### config.mk
export PLATFORM = sky130hd
export DESIGN_NAME = mem_port_arbiter
export DESIGN_NICKNAME = d
export VERILOG_FILES = /design/src/rtl/mem_arb_pkg.sv /design/src/rtl/mem_arb_pick.sv /design/src/rtl/mem_port_arbiter.sv
export SDC_FILE = /design/constraint.sdc
export NUM_CORES = 1
export LEC_CHECK = 0
export CORE_AREA = 3 3 547 549
export DETAILED_ROUTE_END_ITERATION = 12
export DIE_AREA = 0 0 550 552
export GPL_TIMING_DRIVEN = 0
export PLACE_DENSITY = 0.3
export SKIP_CTS_REPAIR_TIMING = 1
export SLEW_MARGIN = 20
export SYNTH_ARGS = -nofsm -noshare
export SYNTH_HDL_FRONTEND = slang
export SYNTH_SLANG_ARGS = --single-unit
### constraint.sdc
create_clock -name clk_i -period 1.1 [get_ports clk_i]
set_input_delay 0.11 -clock clk_i [delete_from_list [all_inputs] [get_ports clk_i]]
set_output_delay 0.11 -clock clk_i [all_outputs]
set_load 0.02 [all_outputs]
### src/rtl/mem_arb_pkg.sv
// Shared types and constants for the two-master memory port arbiter.
// Used by mem_arb_pick (winner selection) and mem_port_arbiter (top).
package mem_arb_pkg;

    typedef enum logic [1:0] {
        IDLE = 2'd0,
        BUSY = 2'd1,
        GAP  = 2'd2
    } arb_state_e;

    localparam logic M_ICACHE = 1'b0;
    localparam logic M_DCACHE = 1'b1;

    localparam int ADDR_W_DEF = 32;
    localparam int DATA_W_DEF = 256;

    // Master that wins when exactly one request line is high.
    function automatic logic sole_requester(input logic [1:0] req);
        return req[1] ? M_DCACHE : M_ICACHE;
    endfunction

endpackage

### src/rtl/mem_arb_pick.sv
// Combinational winner selection for the memory port arbiter.
// Define MEM_ARB_RR_EN for round-robin ties; otherwise the dcache wins every tie.
module mem_arb_pick
    import mem_arb_pkg::*;
(
    input  logic [1:0] req_i,
    input  logic       last_i,
    output logic       winner_o
);

`ifdef MEM_ARB_RR_EN
    always_comb begin
        winner_o = sole_requester(req_i);
        if (req_i == 2'b11) begin
            winner_o = ~last_i;
        end
    end
`else
    logic unused_last;
    assign unused_last = last_i;

    always_comb begin
        winner_o = sole_requester(req_i);
        if (req_i == 2'b11) begin
            winner_o = M_DCACHE;
        end
    end
`endif

endmodule

### src/rtl/mem_port_arbiter.sv
// Shares one memory port between icache (master 0) and dcache (master 1).
// Tie policy set by MEM_ARB_RR_EN (see mem_arb_pick).
//   state | meaning
//   IDLE  | no grant, arbitration happens here only
//   BUSY  | granted master forwarded to memory
//   GAP   | one dead cycle after an ack; granted master may re-lock
module mem_port_arbiter
    import mem_arb_pkg::*;
#(
    parameter int ADDR_W = ADDR_W_DEF,
    parameter int DATA_W = DATA_W_DEF
) (
    input  logic              clk_i,
    input  logic              rst_i,
    input  logic              m0_enable_i,
    input  logic              m0_write_i,
    input  logic [ADDR_W-1:0] m0_addr_i,
    input  logic [DATA_W-1:0] m0_data_i,
    input  logic              m1_enable_i,
    input  logic              m1_write_i,
    input  logic [ADDR_W-1:0] m1_addr_i,
    input  logic [DATA_W-1:0] m1_data_i,
    output logic              m0_ack_o,
    output logic              m1_ack_o,
    output logic [DATA_W-1:0] m_data_o,
    output logic              mem_enable_o,
    output logic              mem_write_o,
    output logic [ADDR_W-1:0] mem_addr_o,
    output logic [DATA_W-1:0] mem_data_o,
    input  logic              mem_ack_i,
    input  logic [DATA_W-1:0] mem_data_i
);

    arb_state_e state_q, state_d;
    logic       grant_q, grant_d;
    logic       last_q,  last_d;

    logic [1:0]        req;
    logic              pick;
    logic              gnt_enable;
    logic              gnt_write;
    logic [ADDR_W-1:0] gnt_addr;
    logic [DATA_W-1:0] gnt_data;
    logic              busy;

    assign req = {m1_enable_i, m0_enable_i};

    mem_arb_pick u_pick (
        .req_i    (req),
        .last_i   (last_q),
        .winner_o (pick)
    );

    // Bundle of the granted master; also drives addr/data outside BUSY.
    assign gnt_enable = (grant_q == M_DCACHE) ? m1_enable_i : m0_enable_i;
    assign gnt_write  = (grant_q == M_DCACHE) ? m1_write_i  : m0_write_i;
    assign gnt_addr   = (grant_q == M_DCACHE) ? m1_addr_i   : m0_addr_i;
    assign gnt_data   = (grant_q == M_DCACHE) ? m1_data_i   : m0_data_i;

    always_comb begin
        state_d = state_q;
        grant_d = grant_q;
        last_d  = last_q;
        case (state_q)
            IDLE: begin
                if (|req) begin
                    grant_d = pick;
                    state_d = BUSY;
                end
            end
            BUSY: begin
                // The ack wins over a same-cycle enable drop.
                if (mem_ack_i) begin
                    last_d  = grant_q;
                    state_d = GAP;
                end else if (!gnt_enable) begin
                    state_d = IDLE;
                end
            end
            GAP: begin
                state_d = gnt_enable ? BUSY : IDLE;
            end
            default: begin
                state_d = IDLE;
            end
        endcase
    end

    always_ff @(posedge clk_i or negedge rst_i) begin
        if (!rst_i) begin
            state_q <= IDLE;
            grant_q <= M_ICACHE;
            last_q  <= M_ICACHE;
        end else begin
            state_q <= state_d;
            grant_q <= grant_d;
            last_q  <= last_d;
        end
    end

    // Outputs decode the state register, so the async reset clears them at once.
    assign busy         = (state_q == BUSY);
    assign mem_enable_o = busy & gnt_enable;
    assign mem_write_o  = busy & gnt_write;
    assign mem_addr_o   = gnt_addr;
    assign mem_data_o   = gnt_data;

    assign m0_ack_o = busy & (grant_q == M_ICACHE) & mem_ack_i;
    assign m1_ack_o = busy & (grant_q == M_DCACHE) & mem_ack_i;
    assign m_data_o = mem_data_i;

endmodule

* After elaboration in Yosys (flattened, before gate mapping)
Index checks and enable logic that the tools add are counted.
W data, S select, Z words.
** Word-level totals
- Flip-flop bits (word level) :: 3
- Input port bits :: 839
- Output and inout port bits :: 548
- Word-level logic and storage cells :: 29
** Operators by class
- Eq/ne operators :: 5
- Multiplexer cells :: 11
- Bitwise operators :: 7
- Reductions and logical operators :: 4
** Operator list (number)
- $mux W256 :: 1
- $mux W32 :: 1
- $and A1 B1 Y1 :: 6
- $mux W2 :: 3
- $pmux W2 S3 :: 1
- $mux W1 :: 5
- $eq A2 B2 Y1 const B :: 2
- $reduce_and A2 Y1 :: 2
- $ne A3 B3 Y1 const B :: 1
- $eq A2 B1 Y1 const B :: 1
- $logic_not A2 Y1 :: 1
- $ne A2 B2 Y1 const B :: 1
- $reduce_or A2 Y1 :: 1
- $not A1 Y1 :: 1

* Longest topological paths before layout
- Depth in word-level cells :: 4
- Gate-level depth with buffers :: 5
- Mapped depth without buffers :: 2

* Cells and area by module
A second synthesis with hierarchy kept.
** Unflattened totals
- Cell total of the unflattened synthesis :: 598
- Area total of the unflattened synthesis :: 6780.3 um^2
** Modules (own cells, without submodules)
- mem_port_arbiter :: instances 1, cells an instance 597, area an instance 6776.5 um^2
- mem_arb_pick :: instances 1, cells an instance 1, area an instance 3.8 um^2

* Least setup slack after synthesis
No wires, ideal clock.
- Kind :: reg2out
- Start :: reg grant_q
- End :: out mem_enable_o
- Data arrival time :: 1.173 ns
- Data required time :: 0.990 ns
- Path slack :: -0.183 ns
- Stages on the path, launching flop included :: 6
- Path buffers :: 3
- Cells stage by stage :: dfrtp_1 buf_6 buf_6 buf_8 mux2i_1 nor2_1
** Between the ends
- Longest elaborated chain between the ends :: 2
** Ends and longest elaborated chain
- from (decl) :: RTL line mem_port_arbiter.sv:35 : logic grant_q, grant_d;
- from (signal assigned) :: RTL line mem_port_arbiter.sv:96 : grant_q <= grant_d;
- $mux W1 :: RTL line mem_port_arbiter.sv:55 : assign gnt_enable = (grant_q == M_DCACHE) ? m1_enable_i : m0_enable_i;
- $and A1 B1 Y1 :: RTL line mem_port_arbiter.sv:103 : assign mem_enable_o = busy & gnt_enable;
- to (decl) :: RTL line mem_port_arbiter.sv:26 : output logic mem_enable_o,
No other way between the ends.

* Worst setup path after layout
- Start :: reg grant_q
- End :: out mem_addr_o[6]
** Between the ends
- Longest elaborated chain between the ends :: 1
** Ends and longest elaborated chain
- $mux W32 :: RTL line mem_port_arbiter.sv:57 : assign gnt_addr = (grant_q == M_DCACHE) ? m1_addr_i : m0_addr_i;
- to (decl) :: RTL line mem_port_arbiter.sv:28 : output logic [ADDR_W-1:0] mem_addr_o,
No other way between the ends.

==> summary.txt <==
Clock tree
  – Clk slew on worst S/H paths: 0.03 ns
  – Clk_lat worst skew: 0.22 ns
  – Clk buf depth: 2
  – Num CTS Buffers: 3
  – H-tree Lvls: 1
  – Clk sinks: 3
  – CTS tree: done
  – Root buffer cell: clkbuf_16

Die
  – Core area: 294000 µm²
  – DIE AREA: 304000 µm²
  – Chip Width: 550 µm
  – Row cnt: 199
  – # IOs: 1387
  – Die Ht: 552 µm
  – Starting Density: 2.28%

Pwr
  – Leakage: 9.68 nW
  – Worst VDD drop: 0.690 mV
  – P per Cell Area: 1650 nW/µm²
  – Total power: 39.0 mW

Status
  – Violated checks: setup timing
  – Outcome: finished, violations left

Cells and area
  – Layout cells sized above 1: 45.3%
  – Area Overhead vs Synth: 252%
  – # fillers: 34400
  – Final #Nets: 2580

STA
  – Setup TNS: -212.01 ns
  – Hold slack final: 0.0967 ns
  – Crit path time final: 1.97 ns
  – Final worst slack: -0.870 ns
  – Max-slew violation count: 0
  – Max-slew headroom: 59.3%
  – RSZ-0062 raised after global routing: yes
  – Setup Viol. Count Final: 294
  – Crit share post-route: 179%
  – Hold Fails Final Rpt: 0
  – Worst slew pin tran: 0.608 ns
  – Max Clock Freq: 508 MHz
  – Worst Skew: 0.0000323 ns

Critical path
  – Worst Setup EP: mem_addr_o[6]
  – Worst reg2reg startpoint: grant_q
  – CP startpoint: grant_q
  – R2r setup slk: -0.35 ns
  – Required @ worst endpoint: 0.99 ns
  – CP Launch Type: register
  – Reg2reg path depth: 5
  – Arr. time, crit path: 1.86 ns
  – Peak per-stage delay on the critical path: 0.43 ns
  – CP Max Fanout: 10
  – Critical Path End Type: output port
  – Crit path max-delay cell type: buf_2
  – R2r endpoint: state_q[0]
  – CP Cell Sequence: buf_12 -> buf_8 -> mux2_2 -> buf_2
  – Crit Path Class: reg -> out

Synthesis
  – Area contributors post-synth: mux2_4, buf_4, buf_6
  – Synth Register Bits: 3
  – Ys flop type: dfrtp_1
  – EDFF count, synth: 0
  – Cells after synthesis: 594
  – Sequential cell area fraction in the yosys report: 1.12%
  – Cell with the most instances after synthesis: mux2_4
  – Avg Cell Area, Syn: 11.3 µm²
  – Netlist cell types: 17
  – FFs w/ async S/R, synth: 100%
  – Post-synth top area share: 59.4%
  – Syn_nets: 1433
  – Yosys warns: 0
  – Post-synth top cells: mux2_4, buf_4, buf_6
  – Mapped Area: 6700 µm²
  – Synth area leader: mux2_4

Route
  – Post-Route WL: 174000 µm
  – DR DRC count: 0
  – Drt via density: 1.74
  – Initial drt markers: 325
  – Final ANT Viol Nets: 0
  – First-pass detailed-route iteration total: 4
  – Avg WL per Cell: 30.5 µm
  – Total number of vias: 9938

Placement
  – HPWL Detailed: 168000 µm
  – Gpl congestion: 0.807
  – IO buf count: 1130

Global routing
  – Vias in the first global route: 10600
  – Gr ovfl total: 0
  – GRT Util Overall: 10.8%
  – Largest net degree at the start of global routing: 11
  – Initial antenna violation count: 202
  – First-pass GRT wire length: 194000 µm

Hold path
  – Worst min path class: in -> async

Run
  – Max-cap viol count: 0
-- metal layers --
metal / share of wire [%] / global-route usage (%) / vias up
li1: - / - / 4146
met1: 34 / 10.3 / 4318
met2: 47 / 18.9 / 1110
met3: 17 / 8.49 / 322
met4: 2.0 / 0.811 / 42
met5: 0.16 / 0 / -
-- flip-flops by register name (all words and copies together), names as in the netlist --
register  cells
state_q       2
grant_q       1
-- worst min path at each step --
stage                 endpoint  slack [ns]  depth (start not counted)
global placement    state_q[1]        0.32                          1
global route        state_q[0]        0.11                          1
floorplan              grant_q       -0.19                          0
CTS                 state_q[0]        0.10                          1
finish              state_q[1]         0.1                          1
detailed placement  state_q[1]        0.33                          1
-- final cells by class --
cell class              count  area (µm²)  share of cell area (%)
repair buffers           1142       11500                    48.9
multi-input cells         302        4370                    18.5
plain buffers             289        2530                    10.7
well taps                3919        4900                    20.8
diodes                     42         105                   0.445
flip-flops and latches      3        75.1                   0.318
clock buffers               4        78.8                   0.334
-- cell families (layout without fill, tap and decap cells) --
| kind of cell | Yosys count | count (layout) | synth area share (%) |
|---|---|---|---|
| mux | 290 | 290 | 63.5 |
| compound gates | 3 | 3 | 0.374 |
| flops | 3 | 3 | 1.12 |
| simple gates | 9 | 9 | 0.766 |
| other cells | 0 | 42 | 0 |
| buf+inv | 289 | 1435 | 34.2 |
-- where the power goes --
group / internal (mW) / total, mW / switching (mW) / leakage [nW]
Clock: 0.478 / 0.573 / 0.0950 / 0.0384
Combinational: 16.9 / 38.2 / 21.3 / 9.61
Sequential: 0.161 / 0.222 / 0.0612 / 0.0360
Total: 17.5 / 39.0 / 21.5 / 9.68
-- critical path, delay by kind of cell (launching register included) --
family                 cells  cell delay, ns
DFF                        1            0.39
muxes                      1            0.39
buffers and inverters      3            0.78
-- cell usage in the layout (no fill, tap or decap), drive strengths merged, types with 2 or more instances in the layout --
cell and n:
clkdlybuf4s50 838, buf 420, mux2 288, dlymetal6s2s 99, clkbuf 78, diode 42, nor2 4, dfrtp 3
mux2i 2
-- metrics by stage --
stage	setup slack, ns	utilization (%)	std cells	area, µm²
detailed placement	-1.67	7.79	5643	22900
CTS	-1.93	7.82	5647	23000
floorplan	-0.109	-	594	6710
finish	-0.870	8.02	5701	23600
global placement	-1.68	7.79	5643	22900
global route	-0.876	7.99	5663	23500
No activity file was read; power rests on OpenSTA's default activity.
